===== src/rtl/dmem_boot_ctrl_pkg.sv =====
// Shared types and constants for the data-memory boot/load controller.
package boot_pkg;

  typedef enum logic [1:0] {
    ST_IDLE   = 2'd0,
    ST_LOAD   = 2'd1,
    ST_SETTLE = 2'd2,
    ST_RUN    = 2'd3
  } boot_state_e;

  localparam int unsigned WORD_BYTES          = 4;
  localparam int          DEFAULT_RELEASE_DLY = 4;

endpackage


===== src/rtl/dmem_boot_ctrl_if.sv =====
// Host word stream plus the data-memory external write port driven by the boot controller.
interface dmem_boot_ctrl_if;

  logic        s_valid;
  logic [31:0] s_data;
  logic        s_ready;
  logic        ext_memwrite;
  logic [31:0] ext_dataadr;
  logic [31:0] ext_writedata;

  modport master (
    input  s_valid, s_data,
    output s_ready, ext_memwrite, ext_dataadr, ext_writedata
  );

  modport slave (
    output s_valid, s_data,
    input  s_ready, ext_memwrite, ext_dataadr, ext_writedata
  );

endinterface


===== src/rtl/dmem_boot_ctrl.sv =====
// Boot sequencer: holds the CPU in reset, streams host words into data memory,
// waits a settle delay, then releases the CPU until halted.
module dmem_boot_ctrl
  import boot_pkg::*;
#(
  parameter int RELEASE_DLY = DEFAULT_RELEASE_DLY,
  parameter int LEN_W       = 16
) (
  input  logic                 clk,
  input  logic                 reset,
  input  logic                 start,
  input  logic [LEN_W-1:0]     len,
  input  logic [31:0]          base_addr,
  input  logic                 abort,
  input  logic                 halt,
  dmem_boot_ctrl_if.master     bus,
  output logic                 cpu_reset,
  output logic                 busy,
  output logic                 done,
  output logic                 err,
  output logic [LEN_W-1:0]     words_loaded,
  output logic [31:0]          checksum
);

  localparam int                  SETTLE_W    = (RELEASE_DLY > 1) ? $clog2(RELEASE_DLY) : 1;
  localparam logic [SETTLE_W-1:0] SETTLE_LAST = SETTLE_W'(RELEASE_DLY - 1);
  localparam logic [SETTLE_W-1:0] SETTLE_ONE  = SETTLE_W'(1);
  localparam logic [LEN_W-1:0]    WORD_ONE    = LEN_W'(1);

  boot_state_e         state_q, state_d;
  logic [LEN_W-1:0]    len_q, len_d;
  logic [31:0]         base_q, base_d;
  logic [LEN_W-1:0]    words_q, words_d;
  logic [31:0]         sum_q, sum_d;
  logic [SETTLE_W-1:0] settle_q, settle_d;
  logic                s_ready_q, s_ready_d;
  logic                memwrite_q, memwrite_d;
  logic [31:0]         dataadr_q, dataadr_d;
  logic [31:0]         writedata_q, writedata_d;
  logic                cpu_reset_q, cpu_reset_d;
  logic                busy_q, busy_d;
  logic                done_q, done_d;
  logic                err_q, err_d;
  logic                hs;

  // abort must veto a handshake in its own cycle, so it masks the registered ready.
  assign hs = bus.s_valid & s_ready_q & ~abort;

  always_comb begin
    state_d     = state_q;
    len_d       = len_q;
    base_d      = base_q;
    words_d     = words_q;
    sum_d       = sum_q;
    settle_d    = settle_q;
    s_ready_d   = s_ready_q;
    memwrite_d  = 1'b0;
    dataadr_d   = dataadr_q;
    writedata_d = writedata_q;
    cpu_reset_d = cpu_reset_q;
    busy_d      = busy_q;
    done_d      = 1'b0;
    err_d       = err_q;

    unique case (state_q)
      ST_IDLE: begin
        if (start) begin
          len_d    = len;
          base_d   = base_addr & ~32'h3;
          words_d  = '0;
          sum_d    = '0;
          err_d    = 1'b0;
          settle_d = '0;
          busy_d   = 1'b1;
          if (len != '0) begin
            state_d   = ST_LOAD;
            s_ready_d = 1'b1;
          end else begin
            state_d = ST_SETTLE;
          end
        end
      end
      ST_LOAD: begin
        if (abort) begin
          state_d   = ST_IDLE;
          err_d     = 1'b1;
          s_ready_d = 1'b0;
          busy_d    = 1'b0;
        end else if (hs) begin
          memwrite_d  = 1'b1;
          dataadr_d   = base_q + 32'(words_q) * WORD_BYTES;
          writedata_d = bus.s_data;
          words_d     = words_q + WORD_ONE;
          sum_d       = sum_q + bus.s_data;
          if ((words_q + WORD_ONE) == len_q) begin
            state_d   = ST_SETTLE;
            s_ready_d = 1'b0;
            settle_d  = '0;
          end
        end
      end
      ST_SETTLE: begin
        if (abort) begin
          state_d = ST_IDLE;
          err_d   = 1'b1;
          busy_d  = 1'b0;
        end else if (settle_q == SETTLE_LAST) begin
          state_d     = ST_RUN;
          cpu_reset_d = 1'b0;
          busy_d      = 1'b0;
          done_d      = 1'b1;
        end else begin
          settle_d = settle_q + SETTLE_ONE;
        end
      end
      ST_RUN: begin
        if (halt) begin
          state_d     = ST_IDLE;
          cpu_reset_d = 1'b1;
        end
      end
      default: begin
        state_d     = ST_IDLE;
        cpu_reset_d = 1'b1;
        s_ready_d   = 1'b0;
        busy_d      = 1'b0;
      end
    endcase
  end

  always_ff @(posedge clk or negedge reset) begin
    if (!reset) begin
      state_q     <= ST_IDLE;
      len_q       <= '0;
      base_q      <= '0;
      words_q     <= '0;
      sum_q       <= '0;
      settle_q    <= '0;
      s_ready_q   <= 1'b0;
      memwrite_q  <= 1'b0;
      dataadr_q   <= '0;
      writedata_q <= '0;
      cpu_reset_q <= 1'b1;
      busy_q      <= 1'b0;
      done_q      <= 1'b0;
      err_q       <= 1'b0;
    end else begin
      state_q     <= state_d;
      len_q       <= len_d;
      base_q      <= base_d;
      words_q     <= words_d;
      sum_q       <= sum_d;
      settle_q    <= settle_d;
      s_ready_q   <= s_ready_d;
      memwrite_q  <= memwrite_d;
      dataadr_q   <= dataadr_d;
      writedata_q <= writedata_d;
      cpu_reset_q <= cpu_reset_d;
      busy_q      <= busy_d;
      done_q      <= done_d;
      err_q       <= err_d;
    end
  end

  assign bus.s_ready       = s_ready_q & ~abort;
  assign bus.ext_memwrite  = memwrite_q;
  assign bus.ext_dataadr   = dataadr_q;
  assign bus.ext_writedata = writedata_q;
  assign cpu_reset         = cpu_reset_q;
  assign busy              = busy_q;
  assign done              = done_q;
  assign err               = err_q;
  assign words_loaded      = words_q;
  assign checksum          = sum_q;

endmodule


===== src/flat_wrapper.sv =====
// flat-port wrapper written by rule: the top's interface ports become plain ports
module dmem_boot_ctrl_flat import boot_pkg::*;
#(
  parameter int RELEASE_DLY = DEFAULT_RELEASE_DLY,
  parameter int LEN_W       = 16
)
  (clk, reset, start, len, base_addr, abort, halt, cpu_reset, busy, done, err, words_loaded, checksum, bus_s_valid, bus_s_data, bus_s_ready, bus_ext_memwrite, bus_ext_dataadr, bus_ext_writedata);
  dmem_boot_ctrl_if bus_i ();
  input  logic clk;
  input  logic reset;
  input  logic start;
  input  logic [LEN_W-1:0] len;
  input  logic [31:0] base_addr;
  input  logic abort;
  input  logic halt;
  output logic cpu_reset;
  output logic busy;
  output logic done;
  output logic err;
  output logic [LEN_W-1:0] words_loaded;
  output logic [31:0] checksum;
  input wire logic [$bits(bus_i.s_valid)-1:0] bus_s_valid;
  input wire logic [$bits(bus_i.s_data)-1:0] bus_s_data;
  output wire logic [$bits(bus_i.s_ready)-1:0] bus_s_ready;
  output wire logic [$bits(bus_i.ext_memwrite)-1:0] bus_ext_memwrite;
  output wire logic [$bits(bus_i.ext_dataadr)-1:0] bus_ext_dataadr;
  output wire logic [$bits(bus_i.ext_writedata)-1:0] bus_ext_writedata;
  assign bus_i.s_valid = bus_s_valid;
  assign bus_i.s_data = bus_s_data;
  assign bus_s_ready = bus_i.s_ready;
  assign bus_ext_memwrite = bus_i.ext_memwrite;
  assign bus_ext_dataadr = bus_i.ext_dataadr;
  assign bus_ext_writedata = bus_i.ext_writedata;
  dmem_boot_ctrl #(.RELEASE_DLY(RELEASE_DLY), .LEN_W(LEN_W)) u_core (.clk(clk), .reset(reset), .start(start), .len(len), .base_addr(base_addr), .abort(abort), .halt(halt), .bus(bus_i), .cpu_reset(cpu_reset), .busy(busy), .done(done), .err(err), .words_loaded(words_loaded), .checksum(checksum));
endmodule

===== config.mk =====
export PLATFORM = sky130hd
export DESIGN_NAME = dmem_boot_ctrl_flat
export DESIGN_NICKNAME = d
export VERILOG_FILES = /design/src/rtl/dmem_boot_ctrl_pkg.sv /design/src/rtl/dmem_boot_ctrl_if.sv /design/src/rtl/dmem_boot_ctrl.sv /design/src/flat_wrapper.sv
export SDC_FILE = /design/constraint.sdc
export NUM_CORES = 1
export LEC_CHECK = 0
export CAP_MARGIN = 0
export CORE_UTILIZATION = 47
export DETAILED_ROUTE_END_ITERATION = 7
export MAX_ROUTING_LAYER = met4
export PLACE_DENSITY_LB_ADDON = 0.15
export REMOVE_ABC_BUFFERS = 1
export SLEW_MARGIN = 20
export SYNTH_ARGS = -nofsm -noshare
export SYNTH_HDL_FRONTEND = slang
export SYNTH_SLANG_ARGS = --single-unit

===== constraint.sdc =====
create_clock -name clk -period 3.1 [get_ports clk]
set_clock_uncertainty 0.05 [all_clocks]
set_input_delay 0.775 -clock clk [delete_from_list [all_inputs] [get_ports clk]]
set_output_delay 0.775 -clock clk [all_outputs]
set_load 0.05 [all_outputs]

After elaboration in Yosys (flattened, before gate mapping)
Cells that the tools add are included.

operators by class
  equality and inequality tests = 19
  muxes and demuxes = 47
  reductions and logical operators = 16
  add/sub/neg operators = 4
  bitwise gates (word level) = 4

operators by type and width
  cell                     count
  $mux W32                 3
  $pmux W32 S2             1
  $mux W16                 3
  $add A32 B18 Y32         1
  $add A32 B32 Y32         1
  $pmux W16 S2             1
  $mux W2                  14
  $mux W1                  19
  $add A16 B1 Y16 const B  1
  $eq A16 B16 Y1           1
  $reduce_bool A16 Y1      1
  $ne A2 B2 Y1 const B     6
  $reduce_and A4 Y1        3
  $ne A2 B1 Y1 const B     5
  $reduce_and A5 Y1        2
  $ne A3 B2 Y1 const B     3
  $pmux W2 S4              1
  $reduce_and A7 Y1        1
  $eq A2 B2 Y1 const B     3
  $pmux W1 S2              3
  $pmux W2 S3              1
  $reduce_and A3 Y1        2
  $reduce_bool A2 Y1       3
  $and A1 B1 Y1            3
  8 further kinds          8

storage, ports and cells
  word-level logic and storage cells = 104
  bits in registers = 168
  input port bits = 86
  output and inout port bits = 118

Depth between registers and ports, before layout
Gate-level depths: netlist of the first run.

  depth after elaboration = 6
  mapped depth = 10
  depth with buffers taken out = 10

Least setup slack after synthesis of the first run
No wires, ideal clock.

  kind = input to register
  start point = input bus_s_data[0]
  end point = register u_core.sum_q[16], in the netlist u_core.checksum[16]
  data required time = 2919 ps
  data arrival time = 3152 ps
  setup time = 131 ps
  buffers on the path = 0
  slack = -233 ps
  cell stages on the path = 10
  path through = ha_1 -> fa_1 -> a21o_1 -> a221oi_1 -> o311ai_1 -> a21oi_1 -> o21ai_1 -> a211oi_1 -> nor3_1 -> or3_1

between the ends
  longest elaborated chain between the ends = 4

RTL lines
  item                  RTL line               text
  start, declared       flat_wrapper.sv:23     input wire logic [$bits(bus_i.s_data)-1:0] bus_s_data;
  $add A32 B32 Y32      dmem_boot_ctrl.sv:94   sum_d = sum_q + bus.s_data;
  $mux W32              dmem_boot_ctrl.sv:89   end else if (hs) begin
  $mux W32              dmem_boot_ctrl.sv:84   if (abort) begin
  $pmux W32 S2          dmem_boot_ctrl.sv:65   unique case (state_q)
  end signal, assigned  dmem_boot_ctrl.sv:152  sum_q <= sum_d;
  end, declared         dmem_boot_ctrl.sv:34   logic [31:0] sum_q, sum_d;

Every way passes these cells. The select of a mux whose other input is x is not followed.
A chain may end at the register's enable or synchronous reset.

Worst setup path in the final report of the first run
  start point = input bus_s_data[13]
  end point = register u_core.sum_q[21], in the netlist u_core.checksum[21]

Same word-level chain as after synthesis.

==> results of run 1 <==
[layout make-up]
type / instances / share of cell area [%]
Clock inverter: 13 / 1.29
Sequential cell: 166 / 31.7
Clock buffer: 19 / 3.38
Inverter: 25 / 0.715
Multi-Input combinational cell: 771 / 39.5
Timing Repair Buffer: 295 / 20.9
Tap cell: 265 / 2.53
[per-layer routing]
layer / part of all wire (%) / global-route usage, % / vias up
li1: - / - / 4070
met5: 0 / - / -
met2: 48 / 40.5 / 228
met1: 44 / 31.4 / 3941
met4: 2.6 / 9.29 / 0
met3: 4.9 / 4.30 / 44
[synthesized netlist by cell type, drive strengths merged, types with 3 or more instances]
cell type  instances  area (sq um)
nor2b              4          25.0
o21ai             98           494
nor2              46           173
a211oi             6          50.1
nand3             15          75.1
nand4              8          65.1
nor4              10          92.6
and3              10          62.6
ha                54           676
o211ai             4          30.0
o21a               8          60.1
clkbuf            31           116
nand3b             3          22.5
nor3              16          80.1
o2111ai            4          35.0
xnor2             49           429
a21boi             3          22.5
buf                4          23.8
inv               25          93.8
mux2              48           544
a21oi             48           240
dfrtp            165          4130
xor2              24           210
nand2b             5          31.3
a31oi              3          18.8
or3               11          68.8
nor3b              9          67.6
a22o               3          26.3
o21bai             4          30.0
nand2            210           788
o31ai             13          97.6
mux2i              3          30.0
a21o              19           143
[flip-flops by register name (all words and copies together), names as in the netlist]
signal	cells
u_core.bus.ext_memwrite	1
u_core.bus.ext_writedata	32
u_core.base_q	30
u_core.cpu_reset	1
u_core.s_ready_q	1
u_core.settle_q	2
u_core.state_q	2
u_core.checksum	32
u_core.words_loaded	16
u_core.len_q	16
u_core.busy	1
u_core.done	1
u_core.err	1
u_core.bus.ext_dataadr	30
[path summary, 6_finish.rpt]
kind,end,slack (ns),depth (start not counted)
worst max register to register,u_core.settle_q[0]$_DFFE_PN0P_,0.17,9
min in group clk,u_core.bus.ext_writedata[29]$_DFFE_PN0P_,0.42,2
worst max-delay path,u_core.checksum[21]$_DFFE_PN0P_,0.08,11
worst min-delay path,u_core.bus.ext_writedata[20]$_DFFE_PN0P_,0.29,1
worst min register to register,u_core.bus.ext_writedata[29]$_DFFE_PN0P_,0.42,2
max in group asynchronous,u_core.checksum[30]$_DFFE_PN0P_,1.89,2
[repair_timing]
item / in CTS / in global routing
hold endpoints to repair: 0 / 0
gates resized for setup: 11 / 13
endpoints found under the setup margin: 13 / 8
buffers inserted: 1 / 1
hold buffers: 0 / 0
pin swaps: 10 / 7
[report_power, final]
part / switching [uW] / internal (uW)
logic: 4140 / 2770
registers: 598 / 3030
clock network: 930 / 1300
[logic make-up after synthesis]
logic type | count (synthesis) | share of synthesized area [%]
AOI/OAI and AO/OA | 234 | 15.5
xor gates and xnor gates | 75 | 7.26
adders and majority gates | 56 | 7.59
buffers and inverters | 60 | 2.48
DFF | 166 | 44.1
muxes | 51 | 6.09
other | 1 | 0.0398
and+or+nand+nor | 353 | 16.9
[worst register-to-register path: cells and delay by family, from the launching register on]
kind                     cells  cell delay [ns]
AO/OA/AOI/OAI                1             0.19
buffers and inverters        1             0.07
adder cells (fa/ha/maj)      1             0.22
XOR/XNOR                     1             0.19
multiplexers                 1             0.33
AND/OR/NAND/NOR              4             1.32
flip-flops                   1             0.44
[placed cells by master (no fill, tap or decap), drive strengths merged, types with 8 or more instances in the layout]
cell type,instances
a21o,19
a21oi,48
and3,10
buf,98
clkbuf,19
clkdlybuf4s50,195
dfrtp,165
ha,54
inv,30
mux2,48
nand2,210
nand3,15
nand4,8
nor2,46
nor3,16
nor3b,9
nor4,10
o21a,8
o21ai,98
o31ai,13
or3,11
xnor2,49
xor2,24
[metrics by stage]
stage	hold WS [ns]	power [uW]	util (%)	instances
floorplan	0.429	8110	-	962
global placement	0.406	10400	63.2	1520
detailed placement	0.412	10500	63.2	1520
CTS	0.319	12800	66.5	1553
global route	0.338	13500	67.0	1554
finish	0.293	12800	67.0	1554
==> flow_summary.toml, run 1 <==
[run_status]
status = "finished clean"

[placement]
io_buffers = 199
dp_hpwl_um = 18300
place_congestion = 0.889
pre_cts_ws_ns = -0.841
placed_area_sq_um = 12400

[route]
num_vias = 8283
dr.pass1.iters = 5
drc = 0
wl_per_cell_um = 15.7
wl_um = 24400
detail-route-antenna-nets = 0
drt_iter0_drc = 439
post_drt_via_cell_ratio = 5.33

[grt]
grt_max_degree = 68
antenna_found_initial = 0
grt_pass1_vias = 7918
gr-total-overflow = 0
grt_pass1_wl_um = 38800
track_usage_pct = 25.0

[cells_and_area]
drive_gt1_share_pct = 16.1
multi_input_area_sq_um = 5180
nFillCells = 1589
fin_nets = 1418
fin_area_sq_um = 13100
syn2layout_area_growth_pct = 39.2
diodes = 0
seqCellArea_sq_um = 4160

[power]
p_leak_uw = 0.00599
power_density_nw_per_um2 = 973
ir_drop_mv = 0.564

[setup_path]
slowest_stage = "clkdlybuf4s50_1"
crit_buf_inv = 2
cpLargestDelayFamily = "compound AO/OA/AOI/OAI gates"
startpoint_type = "primary input"
crit_path_start = "bus_s_data[13]"
endpoint_kind = "register"
r2r-start = "u_core.words_loaded[1]$_DFFE_PN0P_"
crit_required_ns = 3.37
crit_type = "primary input to register"
path_cells = "clkdlybuf4s50_1, ha_1, and3_1, nor3b_2, o211a_1, buf_4, o21a_1, o21ai_1, nand2b_1, a31o_1, a221o_1"
cp_max_fo = 4
slowest_delay_ns = 0.49
crit_arrival_ns = 3.28

[clock_tree]
cts-buffers-inserted = 17
cts_num_sinks = 166
tritoncts = "done"
clockBufferDepth = 2
clock_latency_ns = 0.43
clockRootBuffer = "clkbuf_16"
cts-htree-levels = 4
clk_pin_slew_ns = 0.07

[sta]
worstMarginPinSlew_ns = 0.793
post-route-period-util_pct = 97.3
setup_tns_ns = 0
slew_violations = 0
final-hold-violation-count = 0
setup_slack_ns = 0.0823
setup_viol = 0
slew-limit-headroom_pct = 47.1
max_freq_ghz = 0.331
fin_crit_ns = 3.02

[min_path]
min_path_type = "primary input to async pin"

[die]
io_pins = 204
rows = 51
die_height_um = 144
die_area_sq_um = 20600
start_util_pct = 48.1
core_sq_um = 19600
die_w_um = 144

[synthesis]
ys_warn_count = 0
syn-cell-area_sq_um = 9420
synth_edf_count = 0
synthFlopType = "dfrtp_1"
syn-mean-instance-area_sq_um = 9.46
synth-seq-cells = 166
synthArstFlopShare_pct = 100
ys_seq_area_share_pct = 44.1
synth_cells = 996
yosysUniqueCellTypes = 70

[flow_run]
maxCapViolCount = 0
Power figures use the tool's default switching activity.
==> run 2, diff against run 1 <==
--- a/constraint.sdc
+++ b/constraint.sdc
@@ -3,3 +3,3 @@
 set_input_delay 0.775 -clock clk [delete_from_list [all_inputs] [get_ports clk]]
 set_output_delay 0.775 -clock clk [all_outputs]
-set_load 0.05 [all_outputs]
+set_load 0.005 [all_outputs]
==> run 2 against run 1 <==
Non-clock buffer count increased by 3; critical path type unchanged; highest routed layer unchanged; sequential share of layout area is essentially flat; maximum frequency down 0.94%; via count decreased by 0.21%; clock power is 2% higher; final cell count increased by 0.19%; cell area barely moved; die area unchanged; power is 13% lower; first-iteration DRC count shrank 4.3%; critical endpoint is now u_core.checksum[28]$_DFFE_PN0P_; worst hold slack worse by 0.0097 ns.
==> flow_summary.toml, run 2 (synthesis gave the netlist of run 1 again) <==
[grt]
antenna_found_initial = 0
grt_pass1_vias = 7913
grt_pass1_wl_um = 39100
grt_max_degree = 66
track_usage_pct = 25.1
use_met2_pct = 41.1
grt_use_met3_pct = 4.63
grt_busiest_layer = "met2"
gr-total-overflow = 0
use_met1_pct = 31.9

[clock_tree]
clockBufferDepth = 2
tritoncts = "done"
postCtsHoldBufs = 0
cts_num_sinks = 166
clk_pin_slew_ns = 0.07
cts-buffers-inserted = 17
clockRootBuffer = "clkbuf_16"
clock_latency_ns = 0.43
cts-htree-levels = 4

[sta]
setup_viol = 0
fin_crit_ns = 3.05
slew-limit-headroom_pct = 52.2
whs_ns = 0.284
setup_slack_ns = 0.0536
rsz0062_at_grt = "yes"
setup_tns_ns = 0
max_freq_ghz = 0.328
worstMarginPinSlew_ns = 0.716
slew_violations = 0
post-route-period-util_pct = 98.3
final-hold-violation-count = 0

[placement]
place_congestion = 0.872
io_buffers = 199
pre_cts_ws_ns = -0.846
dp_hpwl_um = 18100

[power]
swShare_pct = 35.3
ir_drop_mv = 0.451
p_int_uw = 7150
power_density_nw_per_um2 = 842
pwr-share-clk_pct = 20.6
p_leak_uw = 0.00602
net-switching-power_uw = 3910
seq_power_share_pct = 32.9
combPwrFrac_pct = 46.6

[die]
die_w_um = 144
rows = 51
io_pins = 204
start_util_pct = 48.1
die_area_sq_um = 20600
core_sq_um = 19600
die_height_um = 144

[setup_path]
path_cells = "clkdlybuf4s50_1, ha_1, and3_1, a221oi_2, o311ai_2, a31o_2, o21ai_2, nand2_1, o41a_1, o211ai_1"
startpoint_type = "primary input"
crit_buf_inv = 1
slowest_stage = "clkdlybuf4s50_1"
endpoint_kind = "register"
crit_type = "primary input to register"
slowest_delay_ns = 0.44
crit_arrival_ns = 3.35
cp_max_fo = 5
cpLargestDelayFamily = "compound AO/OA/AOI/OAI gates"
crit_required_ns = 3.40

[cells_and_area]
drive_gt1_share_pct = 16.6
mostFrequentLayoutCell = "nand2_1"
most-common-layout-cells = "208 x nand2_1, 195 x clkdlybuf4s50_1, 165 x dfrtp_1"
syn2layout_area_growth_pct = 39.3
diodes = 0
final_util_pct = 67.0
fin_nets = 1421

[route]
num_vias = 8266
drt_iter0_drc = 420
detail-route-antenna-nets = 0
wl_per_cell_um = 15.8
drc = 0
post_drt_via_cell_ratio = 5.31
dr.pass1.iters = 6
wl_um = 24600

[flow_run]
maxCapViolCount = 0

[run_status]
status = "finished clean"

[min_path]
min_path_type = "primary input to async pin"
[run 2: cell types whose count changed in the layout (fill, tap and decap cells not counted), moves of 2 or more]
cell,delta
o21ai_0,+2
o21ai_1,-3
clkinvlp_4,-3
a21oi_2,+2
clkinv_4,+2
dlymetal6s2s_1,+2
buf_4,+3
a21oi_1,-2
[run 2: path summary, 6_finish.rpt]
kind	startpoint	cells past startpoint	slack [ns]	end
min in group clk	u_core.bus.ext_writedata[17]$_DFFE_PN0P_	2	0.42	u_core.bus.ext_writedata[17]$_DFFE_PN0P_
hold / removal	reset	1	0.28	u_core.bus.ext_writedata[8]$_DFFE_PN0P_
setup reg to reg	u_core.words_loaded[1]$_DFFE_PN0P_	9	0.21	u_core.settle_q[0]$_DFFE_PN0P_
setup / recovery	bus_s_data[4]	10	0.05	u_core.checksum[28]$_DFFE_PN0P_
hold reg to reg	u_core.bus.ext_writedata[17]$_DFFE_PN0P_	2	0.42	u_core.bus.ext_writedata[17]$_DFFE_PN0P_
max in group asynchronous	reset	2	1.90	u_core.bus.ext_writedata[21]$_DFFE_PN0P_
[run 2: repair_timing]
item	in CTS	in global routing
pin swaps	11	13
gates resized for setup	10	14
setup buffers	3	0
hold endpoints to repair	0	0
setup endpoints to repair	11	10
[run 2: per-layer routing]
layer  wire length [um]  part of all wire (%)
met1              11000                    45
met3               1250                   5.1
met2              12000                    49
met4                393                   1.6
met5                  0                     0
[run 2: stage by stage]
stage	power, uW	cell area, sq um	cells
finish	11100	13100	1557
global route	11800	13100	1557
CTS	11100	13100	1557
detailed placement	8720	12400	1522
global placement	8580	12400	1522
floorplan	6320	9290	962
[run 2: worst register-to-register path, delay by kind of cell (launching register included)]
kind / cells / cell delay, ns
flops: 1 / 0.44
xor+xnor: 1 / 0.19
buf+inv: 1 / 0.07
compound gates: 1 / 0.21
mux: 1 / 0.31
simple gates: 4 / 1.28
fa+ha+maj: 1 / 0.21
[run 2: final cells by class]
class                   instances  area [sq um]
flip-flops and latches        166          4160
clock buffers                  18           439
multi-input cells             771          5160
fillers                      1584          6460
repair buffers                298          2770
inverters                      25          93.8
well taps                     265           332
clock inverters                14           184
[run 2: power groups by stage]
stage | registers (uW) | clock network, uW | logic, uW
detailed placement | 3670 | 0 | 5050
global placement | 3630 | 0 | 4940
finish | 3630 | 2280 | 5150
CTS | 3630 | 2320 | 5120
global route | 3740 | 2390 | 5690
floorplan | 3610 | 0 | 2720
==> run 3, diff against run 2 <==
GPL_TIMING_DRIVEN = 0   (was default)
==> run 3 against run 2 <==
Final cell count is 4.9% lower; clock power is 8% lower; maximum frequency shrank 0.85%.
==> flow_summary.toml, run 3 (synthesis gave the netlist of run 1 again) <==
[setup_path]
crit_arrival_ns = 3.34
timing.rr.end = "u_core.state_q[0]$_DFFE_PN0P_"
r2r_cells = 9
slowest_stage = "clkdlybuf4s50_1"
rrSetupSlack_ns = 0.09
cpLargestDelayFamily = "compound AO/OA/AOI/OAI gates"
startpoint_type = "primary input"
crit_path_start = "bus_s_data[9]"
slowest_delay_ns = 0.47
cp_max_fo = 4
r2r-start = "u_core.words_loaded[1]$_DFFE_PN0P_"
path_cells = "clkdlybuf4s50_1, ha_4, nand4_1, o311ai_4, a21oi_2, o21ai_2, a211oi_2, buf_4, o2111a_1, or3_1"
crit_required_ns = 3.36
endpoint_kind = "register"
crit_type = "primary input to register"
crit_buf_inv = 2

[placement]
place_congestion = 0.807
dp_hpwl_um = 16800
io_buffers = 199
dp.cells = 1430

[grt]
grt_pass1_wl_um = 38600
track_usage_pct = 24.6
gr-total-overflow = 0
grt_max_degree = 85
grt_pass1_vias = 7718
antenna_found_initial = 0

[cells_and_area]
syn2layout_area_growth_pct = 36.0
most-common-layout-cells = "208 x nand2_1, 193 x clkdlybuf4s50_1, 161 x dfrtp_1"
fin_nets = 1348
multi_input_area_sq_um = 5420
finalNonFillerCells = 1481
seqCellArea_sq_um = 4160
mostFrequentLayoutCell = "nand2_1"
diodes = 0
nFillCells = 1621
drive_gt1_share_pct = 13.2

[sta]
worstMarginPinSlew_ns = 1.00
setup_viol = 0
final-hold-violation-count = 0
slew-limit-headroom_pct = 32.6
max_freq_ghz = 0.325
whs_ns = 0.253
post-route-period-util_pct = 99.1
fin_crit_ns = 3.07
slew_violations = 0

[route]
drc = 0
wl_um = 24300
drt_iter0_drc = 510
wl_per_cell_um = 16.4
detail-route-antenna-nets = 0
post_drt_via_cell_ratio = 5.41
num_vias = 8016
dr.pass1.iters = 5

[power]
ir_drop_mv = 0.763
p_leak_uw = 0.00568
power_density_nw_per_um2 = 840

[min_path]
min_path_type = "primary input to async pin"

[clock_tree]
clockRootBuffer = "clkbuf_16"
clockBufferDepth = 2
cts-buffers-inserted = 17
postCtsHoldBufs = 0
tritoncts = "done"
clock_latency_ns = 0.43
clk_pin_slew_ns = 0.07
cts_num_sinks = 166
cts-htree-levels = 4

[die]
die_w_um = 144
die_area_sq_um = 20600
start_util_pct = 48.1
rows = 51
io_pins = 204
core_sq_um = 19600
die_height_um = 144

[flow_run]
maxCapViolCount = 0

[run_status]
status = "finished clean"
run 3: worst max-delay path by stage:
stage / to / slack, ns / cells past startpoint
2_1_floorplan: u_core.checksum[21]$_DFFE_PN0P_ / -1.28 / 6
3_3_place_gp: u_core.len_q[10]$_DFFE_PN0P_ / -5.83 / 1
3_5_place_dp: u_core.checksum[16]$_DFFE_PN0P_ / -1.12 / 11
4_1_cts: u_core.checksum[16]$_DFFE_PN0P_ / 0.04 / 11
5_1_grt: u_core.checksum[16]$_DFFE_PN0P_ / -0.08 / 10
6_report: u_core.checksum[16]$_DFFE_PN0P_ / 0.03 / 10
run 3: per-layer routing:
metal	routed length [um]	track usage [%]	vias up
met3	1170	4.30	23
met2	11900	40.4	195
li1	-	-	3926
met5	0	-	-
met1	10900	31.0	3872
met4	307	7.56	0
run 3: repair_timing:
| action | 4_1_cts | 5_1_grt |
|---|---|---|
| endpoints found under the setup margin | 32 | 25 |
| gates resized for setup | 22 | 40 |
| pin swaps | 13 | 15 |
| gates cloned | 0 | 1 |
| setup buffers | 11 | 10 |
run 3: where the power goes:
group / internal (uW) / leakage, uW / switching (uW)
Clock: 1210 / 0.000277 / 878
Combinational: 2700 / 0.00330 / 2340
Sequential: 3040 / 0.00210 / 604
run 3: final cells by class:
| type | instances | area share [%] |
|---|---|---|
| Sequential cell | 166 | 32.4 |
| Tap cell | 265 | 2.59 |
| Multi-Input combinational cell | 772 | 42.3 |
| Timing Repair Buffer | 224 | 17.6 |
| Clock buffer | 20 | 3.56 |
| Inverter | 25 | 0.732 |
| Clock inverter | 9 | 0.820 |
run 3: worst register-to-register path, delay by kind of cell (launching register included):
kind                       cells  cell delay, ns
DFF                            1            0.46
buffers and inverters          1            0.14
adders and majority gates      1            0.25
and+or+nand+nor                4            1.29
muxes                          1            0.33
AOI/OAI and AO/OA              1            0.19
xor gates and xnor gates       1            0.18
run 3: stage by stage:
stage          area [sq um]  setup TNS [ns]  power, uW  util [%]  setup slack [ns]
2_1_floorplan          9290          -45.76       6320         -             -1.28
4_1_cts               12500               0      10600      63.8            0.0363
3_3_place_gp          11600        -1263.28       8190      59.3             -5.83
6_report              12800               0      10800      65.4            0.0274
3_5_place_dp          11700          -20.16       8380      59.9             -1.12
5_1_grt               12800         -0.0979      11500      65.4           -0.0833
